File: src/rtl/prng_seq_pkg.sv
// Shared types and defaults for the PRNG sequencing controller.
package prng_seq_pkg;

    typedef enum logic [2:0] {
        IDLE  = 3'd0,
        CLEAR = 3'd1,
        SEED  = 3'd2,
        RUN   = 3'd3,
        DONE  = 3'd4
    } state_t;

    localparam int SEED_W_DEF = 3;
    localparam int OUT_W_DEF  = 8;

endpackage

File: src/rtl/prng_seq_ctrl.sv
// Sequences a 3-stage serial XOR-feedback generator: clear, shift seed in,
// run OUT_W cycles collecting output bits, then hand the word back.
module prng_seq_ctrl
    import prng_seq_pkg::*;
#(
    parameter int SEED_W = SEED_W_DEF,
    parameter int OUT_W  = OUT_W_DEF
) (
    input  logic              clk,
    input  logic              rst_n,
    input  logic              req_valid,
    output logic              req_ready,
    input  logic [SEED_W-1:0] req_seed,
    input  logic              abort,
    output logic              rsp_valid,
    input  logic              rsp_ready,
    output logic [OUT_W-1:0]  rsp_data,
    output logic              busy,
    output logic              gen_rst,
    output logic              gen_ena,
    output logic              gen_seed,
    input  logic              gen_out
);

    localparam int CNT_W = $clog2(OUT_W + 1);
    localparam int IDX_W = $clog2(OUT_W);
    localparam logic [CNT_W-1:0] SEED_LAST = CNT_W'(SEED_W - 1);
    localparam logic [CNT_W-1:0] OUT_LAST  = CNT_W'(OUT_W - 1);

    state_t            state, state_nxt;
    logic [CNT_W-1:0]  cnt;
    logic [SEED_W-1:0] seed_q;
    logic              accept, abort_take;

    assign accept     = (state == IDLE) && req_valid;
    assign abort_take = abort && ((state == CLEAR) || (state == SEED) || (state == RUN));

    always_ff @(posedge clk or negedge rst_n) begin
        if (!rst_n) state <= IDLE;
        else        state <= state_nxt;
    end

    always_comb begin
        state_nxt = state;
        case (state)
            IDLE:  if (req_valid) state_nxt = CLEAR;
            CLEAR: state_nxt = abort ? IDLE : SEED;
            SEED:  if (abort) state_nxt = IDLE;
                   else if (cnt == SEED_LAST) state_nxt = RUN;
            RUN:   if (abort) state_nxt = IDLE;
                   else if (cnt == OUT_LAST) state_nxt = DONE;
            DONE:  if (rsp_ready) state_nxt = IDLE;
            default: state_nxt = IDLE;
        endcase
    end

    // Generator controls are decoded straight from state so they act this cycle.
    always_comb begin
        req_ready = rst_n && (state == IDLE);
        busy      = (state != IDLE);
        rsp_valid = (state == DONE);
        gen_rst   = !rst_n || (state == CLEAR);
        gen_ena   = (state == RUN);
        gen_seed  = (state == SEED) && seed_q[SEED_W-1];
    end

    always_ff @(posedge clk or negedge rst_n) begin
        if (!rst_n) begin
            cnt      <= '0;
            seed_q   <= '0;
            rsp_data <= '0;
        end else begin
            if (state_nxt != state)                  cnt <= '0;
            else if (state == SEED || state == RUN)  cnt <= cnt + CNT_W'(1);

            // Seed leaves MSB first, so shift left after each SEED cycle.
            if (accept)              seed_q <= req_seed;
            else if (state == SEED)  seed_q <= {seed_q[SEED_W-2:0], 1'b0};

            if (accept || abort_take) rsp_data <= '0;
            else if (state == RUN)    rsp_data[cnt[IDX_W-1:0]] <= gen_out;
        end
    end

endmodule

File: config.mk
export PLATFORM = sky130hd
export DESIGN_NAME = prng_seq_ctrl
export DESIGN_NICKNAME = d
export VERILOG_FILES = /design/src/rtl/prng_seq_pkg.sv /design/src/rtl/prng_seq_ctrl.sv
export SDC_FILE = /design/constraint.sdc
export NUM_CORES = 1
export LEC_CHECK = 0
export BUFFER_PORTS_ARGS = -buffer_cell sky130_fd_sc_hd__buf_2
export CAP_MARGIN = 10
export CORE_MARGIN = 2
export CORE_UTILIZATION = 53
export DETAILED_ROUTE_END_ITERATION = 6
export PLACE_DENSITY = 0.77
export SYNTH_ARGS = -nofsm -noshare
export SYNTH_HDL_FRONTEND = slang
export SYNTH_SLANG_ARGS = --single-unit
export TNS_END_PERCENT = 100
File: constraint.sdc
create_clock -name clk -period 2.4 [get_ports clk]
set_input_delay 0.24 -clock clk [delete_from_list [all_inputs] [get_ports clk]]
set_output_delay 0.24 -clock clk [all_outputs]
set_load 0.005 [all_outputs]
==> reports/results.txt, run 1 <==
Commonest non-fill, non-tap cells in the layout -> buf_2, dfrtp_1, nor2_1
Ports -> 23
Internal Dissipation -> 475 uW
Area Growth Syn to Fin -> 10.6%
Register bit total from synthesis -> 18
Largest net degree at the start of global routing -> 21
Slew Limit Fails -> 0
Fin crit share -> 79.7%
Routed length per instance -> 13.2 um
Cells after DPL -> 154
Crit-path cells -> nand2b_1, nor2_1, and2_1, buf_2
# resized after CTS -> 0
DP HPWL -> 1.52 mm
Number of global-route vias before repair -> 842
CP Class -> reg -> out
Delay-heaviest family, CP -> flip-flops
Placer Congestion -> 0.812
Die area -> 2500 um2
Clock transition at the registers of the reported paths -> 0.10 ns
Slew @ Worst Pin -> 0.572 ns
Clock skew -> 0.00233 ns
Clock buffer depth -> 2
Leakage -> 0.608 nW
Initial Util -> 56.7%
GR Util All Layers -> 19.7%
Sw Ratio -> 33.2%
Synthesized cell area -> 1120 um2
RSZ-0062 raised after global routing -> false
Max_slew headroom -> 61.9%
Antenna Nets Post-Route -> 0
Seq pwr share -> 54.0%
Die Y -> 50.0 um
Main synth FF type -> dfrtp_1
Worst stage delay on the critical path -> 0.69 ns
Iter 0 DRT Violations -> 25
Clock share of power -> 20.8%
Post-synthesis async set-or-reset flop share -> 100%
HP Class -> in -> reg
Peak supply drop -> 0.000452 V
Syn Inst Count -> 115
Final Hold Viols -> 0
Residual DRC count -> 0
Worst path bufs/invs -> 1
Post-layout min period -> 1.91 ns
WL final -> 2.08 mm
Final Non-Filler Cells -> 158
Pwr Density -> 573 nW/um2
Post-synth EDFFs -> 0
# nets final -> 144
H-tree depth -> 1
Initial antenna violation count -> 0
Multi-input logic area -> 601 um2
Setup ws final -> 0.488 ns
Yosys cell types -> 42
Placeable Area -> 1980 um2
Commonest non-fill, non-tap cell in the layout -> buf_2
Clk root buf -> clkbuf_4
Site Rows -> 16
Place WS -> 0.576 ns
Sw power -> 236 uW
Crit-path slowest cell -> dfrtp_1
Worst reg-to-reg setup slack -> 0.54 ns
CP endpoint kind -> primary output
Register area -> 450 um2
Clk Latency, worst-skew pair -> 0.29 ns
TritonCTS buffer count -> 3
Share of post-route cells with drive strength above 1 -> 25.2%
Status -> complete, no violations
CP arrival -> 1.67 ns
Fin Setup TNS -> 0 ns
CTS tree -> done
IO Port Bufs -> 22
Fin area -> 1240 um2
DR vias/cell -> 5.56
Sequential share of the synthesized area -> 40.1%
Fill cells -> 173
Syn Nets -> 126
First-pass GRT wire length -> 3.78 mm
# diodes -> 0
Area after DPL -> 1210 um2
Via count -> 878
Max Freq -> 523 MHz
Synth warn -> 0
Avg Cell Area, Syn -> 9.77 um2
Number of detailed-route iterations in the first pass -> 4
Final Setup Violations -> 0
Crit-path max FO -> 18
Startpoint types -> register
Total grt overflow -> 0
Chip Width -> 50.0 um
Combinational share of power -> 25.3%
Final core occ -> 62.7%
TritonCTS Sinks -> 18
Worst Path Required -> 2.16 ns
Max-cap violation count -> 0
## layer usage
metal	vias up	wire (um)	GRT usage (%)
li1	438	-	-
met1	419	986	27.5
met2	17	973	28.9
met3	4	87	5.15
met4	0	31	7.87
met5	-	0	0
## per-stage QoR
step	hold WS [ns]	total power [mW]
after global placement	0.201	0.563
final	0.177	0.712
after floorplan	-0.0556	0.524
after CTS	0.176	0.714
after global routing	0.192	0.754
after detailed placement	0.203	0.569
## power by group through the flow
stage	Sequential [mW]	Clock (mW)	Combinational, mW
6_report	0.384	0.148	0.180
5_1_grt	0.391	0.159	0.204
4_1_cts	0.384	0.149	0.181
3_5_place_dp	0.390	0	0.179
3_3_place_gp	0.387	0	0.175
2_1_floorplan	0.354	0	0.170
## worst register-to-register path: stages, from the launching register on
cell and delay (ns):
dfrtp_1 0.72, nand3b_1 0.26, nor3_1 0.28, o22ai_2 0.16
a2111oi_2 0.33
## state kept, by name, indices dropped and copies added (netlist names)
register / cells
cnt: 4
rsp_data: 8
seed_q: 3
state: 3
## logic make-up (layout without fill, tap and decap cells)
kind of cell / after synthesis / after routing / share of synthesized area [%]
AO/OA/AOI/OAI: 19 / 19 / 13.3
flip-flops: 18 / 18 / 40.1
XOR/XNOR: 3 / 3 / 2.34
adder cells (fa/ha/maj): 2 / 2 / 2.23
AND/OR/NAND/NOR: 50 / 50 / 27.6
buffers and inverters: 14 / 30 / 6.46
multiplexers: 9 / 9 / 8.02
## timing repair
item | CTS | global route
hold buffers | 1 | 0
buffers inserted | 0 | 0
endpoints found under the hold margin | 18 | 0
## path summary, 6_finish.rpt
| kind | from | to | cells past startpoint |
|---|---|---|---|
| min | req_seed[0] | seed_q[0]$_DFFE_PN0P_ | 2 |
| max in group asynchronous | rst_n | rsp_data[3]$_DFFE_PN0P_ | 2 |
| max reg2reg | state[0]$_DFF_PN0_ | cnt[1]$_DFFE_PN0P_ | 4 |
| min reg2reg | seed_q[2]$_DFFE_PN0P_ | seed_q[2]$_DFFE_PN0P_ | 1 |
| min in group asynchronous | rst_n | state[2]$_DFF_PN0_ | 2 |
| max | state[1]$_DFF_PN0_ | gen_seed | 4 |
## synth_stat cells, types with 2 or more instances
master | n | area, um2
dfrtp_1 | 18 | 450
nor2_1 | 15 | 56.3
mux2i_1 | 9 | 90.1
nor3_1 | 5 | 25.0
buf_2 | 4 | 20.0
inv_1 | 4 | 15.0
nand2_1 | 4 | 15.0
a21oi_1 | 3 | 15.0
clkbuf_1 | 3 | 11.3
nand2b_1 | 3 | 18.8
nand3_1 | 3 | 15.0
nand3b_1 | 3 | 22.5
o21ai_0 | 3 | 15.0
a22o_1 | 2 | 17.5
and2_1 | 2 | 12.5
and3_1 | 2 | 12.5
buf_4 | 2 | 15.0
ha_1 | 2 | 25.0
nor3b_1 | 2 | 15.0
nor4_1 | 2 | 12.5
nor4b_4 | 2 | 47.6
xor2_1 | 2 | 17.5
## cell type report
type                            instances  share of cell area, %
Multi-Input combinational cell         83                   48.3
Sequential cell                        18                   36.3
Inverter                                4                   1.21
Clock buffer                            3                   1.81
Timing Repair Buffer                   23                   9.67
Tap cell                               27                   2.72
(Power assumes the default switching activity.)
==> run 2, diff against run 1 <==
--- a/config.mk
+++ b/config.mk
@@ -5,12 +5,13 @@
 export SDC_FILE = /design/constraint.sdc
 export NUM_CORES = 1
 export LEC_CHECK = 0
+export ABC_AREA = 1
 export BUFFER_PORTS_ARGS = -buffer_cell sky130_fd_sc_hd__buf_2
 export CAP_MARGIN = 10
 export CORE_MARGIN = 2
 export CORE_UTILIZATION = 53
 export DETAILED_ROUTE_END_ITERATION = 6
-export PLACE_DENSITY = 0.77
+export PLACE_DENSITY = 0.78
 export SYNTH_ARGS = -nofsm -noshare
 export SYNTH_HDL_FRONTEND = slang
 export SYNTH_SLANG_ARGS = --single-unit
==> constraint.sdc (replaced) <==
create_clock -name clk -period 1.87 [get_ports clk]
set_input_delay 0.187 -clock clk [delete_from_list [all_inputs] [get_ports clk]]
set_output_delay 0.187 -clock clk [all_outputs]
set_load 0.005 [all_outputs]
==> reports/results.txt, run 2 <==
HP Class -> in -> reg
# diodes -> 0 (unchanged)
TritonCTS Sinks -> 18 (unchanged)
Count leader, synth -> inv_1
Setup ws final -> 0.254 ns (-0.233 ns)
Status -> complete, no violations
Yosys cell types -> 29 (-31%)
Pwr Density -> 858 nW/um2 (+50%)
Residual DRC count -> 0 (unchanged)
Max Freq -> 619 MHz
CP Class -> reg -> out
Max FFs per register -> 8 (unchanged)
Synth warn -> 0 (unchanged)
Main synth FF type -> dfrtp_1
RSZ-0062 raised after global routing -> false
Fin crit share -> 86.4%
Slew @ Worst Pin -> 0.526 ns (-0.0464 ns)
Worst path bufs/invs -> 2 (+1)
Post-layout min period -> 1.62 ns
CTS tree -> done
Largest net degree at the start of global routing -> 13 (-38%)
Avg Cell Area, Syn -> 8.57 um2 (-12%)
Sequential share of the synthesized area -> 40.7% (+0.63 points)
H-tree depth -> 1 (unchanged)
Met3 WL -> 82 um (-5.7%)
Site Rows -> 16 (unchanged)
Post-CTS setup buffers -> 0 (unchanged)
Met2 wire len -> 1.08 mm (+10%)
Max_slew headroom -> 65.0% (+3.1 points)
Yosys top cell area share -> 40.7% (+0.63 points)
Post-synth top cells -> inv_1, dfrtp_1, nand2_1, nor2_1
Delay-heaviest family, CP -> flip-flops
Syn Nets -> 140 (+11%)
Placer Congestion -> 0.792 (-2.4%)
Iter 0 DRT Violations -> 23 (-8.0%)
Clock transition at the registers of the reported paths -> 0.10 ns (about the same)
# nets final -> 168 (+17%)
Startpoint types -> register
Routed length per instance -> 11.8 um (-10%)
Via count -> 962 (+9.6%)
Chip Width -> 49.7 um (-0.72%)
Max-cap violation count -> 0 (unchanged)
GR Util All Layers -> 21.3% (+1.5 points)
Syn Inst Count -> 129 (+12%)
Synth top area cells -> dfrtp_1, inv_1, nand2_1, nor4_4, nor2_1
IO Port Bufs -> 22 (unchanged)
Cell taking the most area after synthesis -> dfrtp_1
Crit-path max FO -> 7 (-11)
Total grt overflow -> 0 (unchanged)
DP HPWL -> 1.70 mm (+12%)
Die area -> 2470 um2 (-1.4%)
Placeable Area -> 1960 um2 (-1.0%)
Wire length on met1 -> 964 um (-2.2%)
Commonest non-fill, non-tap cell in the layout -> buf_2
Die Y -> 49.7 um (-0.72%)
DR vias/cell -> 5.26 (-5.4%)
Antenna Nets Post-Route -> 0 (unchanged)
Fin Setup TNS -> 0 ns (unchanged)
Commonest non-fill, non-tap cells in the layout -> buf_2, inv_1, nand2_1, dfrtp_1, nor2_1
Slew Limit Fails -> 0 (unchanged)
# hold bufs at CTS -> 1 (unchanged)
Register bit total from synthesis -> 18 (unchanged)
WL final -> 2.17 mm (+4.3%)
Initial antenna violation count -> 0 (unchanged)
Worst Path Required -> 1.68 ns (-0.48 ns)
Clock skew -> 0.00113 ns (-0.00120 ns)
Top reg by flops -> rsp_data
Number of global-route vias before repair -> 924 (+9.7%)
Share of post-route cells with drive strength above 1 -> 32.1% (+6.9 points)
Crit-path cells -> inv_2, nand3_1, nand2_1, buf_2
Post-synthesis async set-or-reset flop share -> 100% (unchanged)
Clk root buf -> clkbuf_4
Number of detailed-route iterations in the first pass -> 4 (unchanged)
# resized after CTS -> 0 (unchanged)
Worst stage delay on the critical path -> 0.69 ns (about the same)
Ports -> 23 (unchanged)
Synthesized cell area -> 1110 um2 (-1.6%)
Highest routed layer -> met4
CP arrival -> 1.43 ns (-0.24 ns)
Final Hold Viols -> 0 (unchanged)
Area Growth Syn to Fin -> 17.1%
TritonCTS buffer count -> 3 (unchanged)
Final Setup Violations -> 0 (unchanged)
Peak supply drop -> 0.000723 V (+60%)
Clock buffer depth -> 2 (unchanged)
Post-synth EDFFs -> 0 (unchanged)
Leakage -> 0.648 nW (+6.5%)
First-pass GRT wire length -> 4.02 mm (+6.4%)
CP endpoint kind -> primary output
Place WS -> 0.360 ns (-0.216 ns)
Biggest regs -> rsp_data (8), cnt (4)
Crit-path slowest cell -> dfrtp_1
Initial Util -> 56.4% (-0.31 points)
Clk Latency, worst-skew pair -> 0.29 ns (about the same)
-- run 2: cell count changes in the layout (fill, tap and decap cells not counted), moves of 5 or more --
cell     change
o21ai_0      +5
nand2_1     +14
mux2i_1      -9
nand4_1      +6
inv_1       +15
a21oi_1      +5
nor3_1       -5
-- run 2: logic make-up (layout without fill, tap and decap cells) --
family          count (synthesis)  after routing  share of synthesized area (%)
xor+xnor                        3              3                           2.38
flops                          18             18                           40.7
buf+inv                        27             54                           10.5
fa+ha+maj                       2              2                           2.26
compound gates                 24             24                           12.7
simple gates                   55             55                           31.4
-- run 2: worst min-delay path: stages --
cell      delay, ns
buf_2          0.07
nand2_1        0.04
o221ai_1       0.06
-- run 2: cell type report --
class,instances,area [um2]
fillers,186,667
inverters,24,92.6
clock buffers,4,36.3
repair buffers,26,143
multi-input cells,84,539
flip-flops and latches,18,450
well taps,27,33.8
-- run 2: final timing paths --
check	slack, ns	depth (start not counted)	end	startpoint
min in group asynchronous	0.27	2	seed_q[1]$_DFFE_PN0P_	rst_n
worst max register to register	0.34	6	cnt[3]$_DFFE_PN0P_	state[2]$_DFF_PN0_
worst max-delay path	0.25	4	gen_rst	state[2]$_DFF_PN0_
worst min-delay path	0.10	3	seed_q[2]$_DFFE_PN0P_	req_seed[2]
max in group asynchronous	1.19	3	rsp_data[5]$_DFFE_PN0P_	rst_n
worst min register to register	0.51	2	rsp_data[3]$_DFFE_PN0P_	rsp_data[3]$_DFFE_PN0P_
-- run 2: routing by layer --
layer	vias up	GRT usage (%)
li1	475	-
met5	-	0
met4	0	8.33
met1	462	25.7
met2	19	36.4
met3	6	4.85
-- run 2: per-stage QoR --
stage | power (mW) | instance area [um2] | util, % | hold WS [ns] | std cells
2_1_floorplan | 0.764 | 1110 | - | -0.109 | 129
4_1_cts | 1.12 | 1290 | 66.0 | 0.0934 | 183
6_report | 1.11 | 1290 | 66.0 | 0.101 | 183
5_1_grt | 1.19 | 1290 | 66.0 | 0.121 | 183
3_3_place_gp | 0.860 | 1250 | 63.6 | 0.0463 | 178
3_5_place_dp | 0.877 | 1250 | 63.6 | 0.0424 | 178
-- run 2: power breakdown --
group	total (mW)	switching, mW	leakage (nW)	internal (mW)
sequential	0.474	0.0331	0.243	0.441
clock	0.241	0.122	0.0210	0.119
combinational	0.396	0.258	0.384	0.138
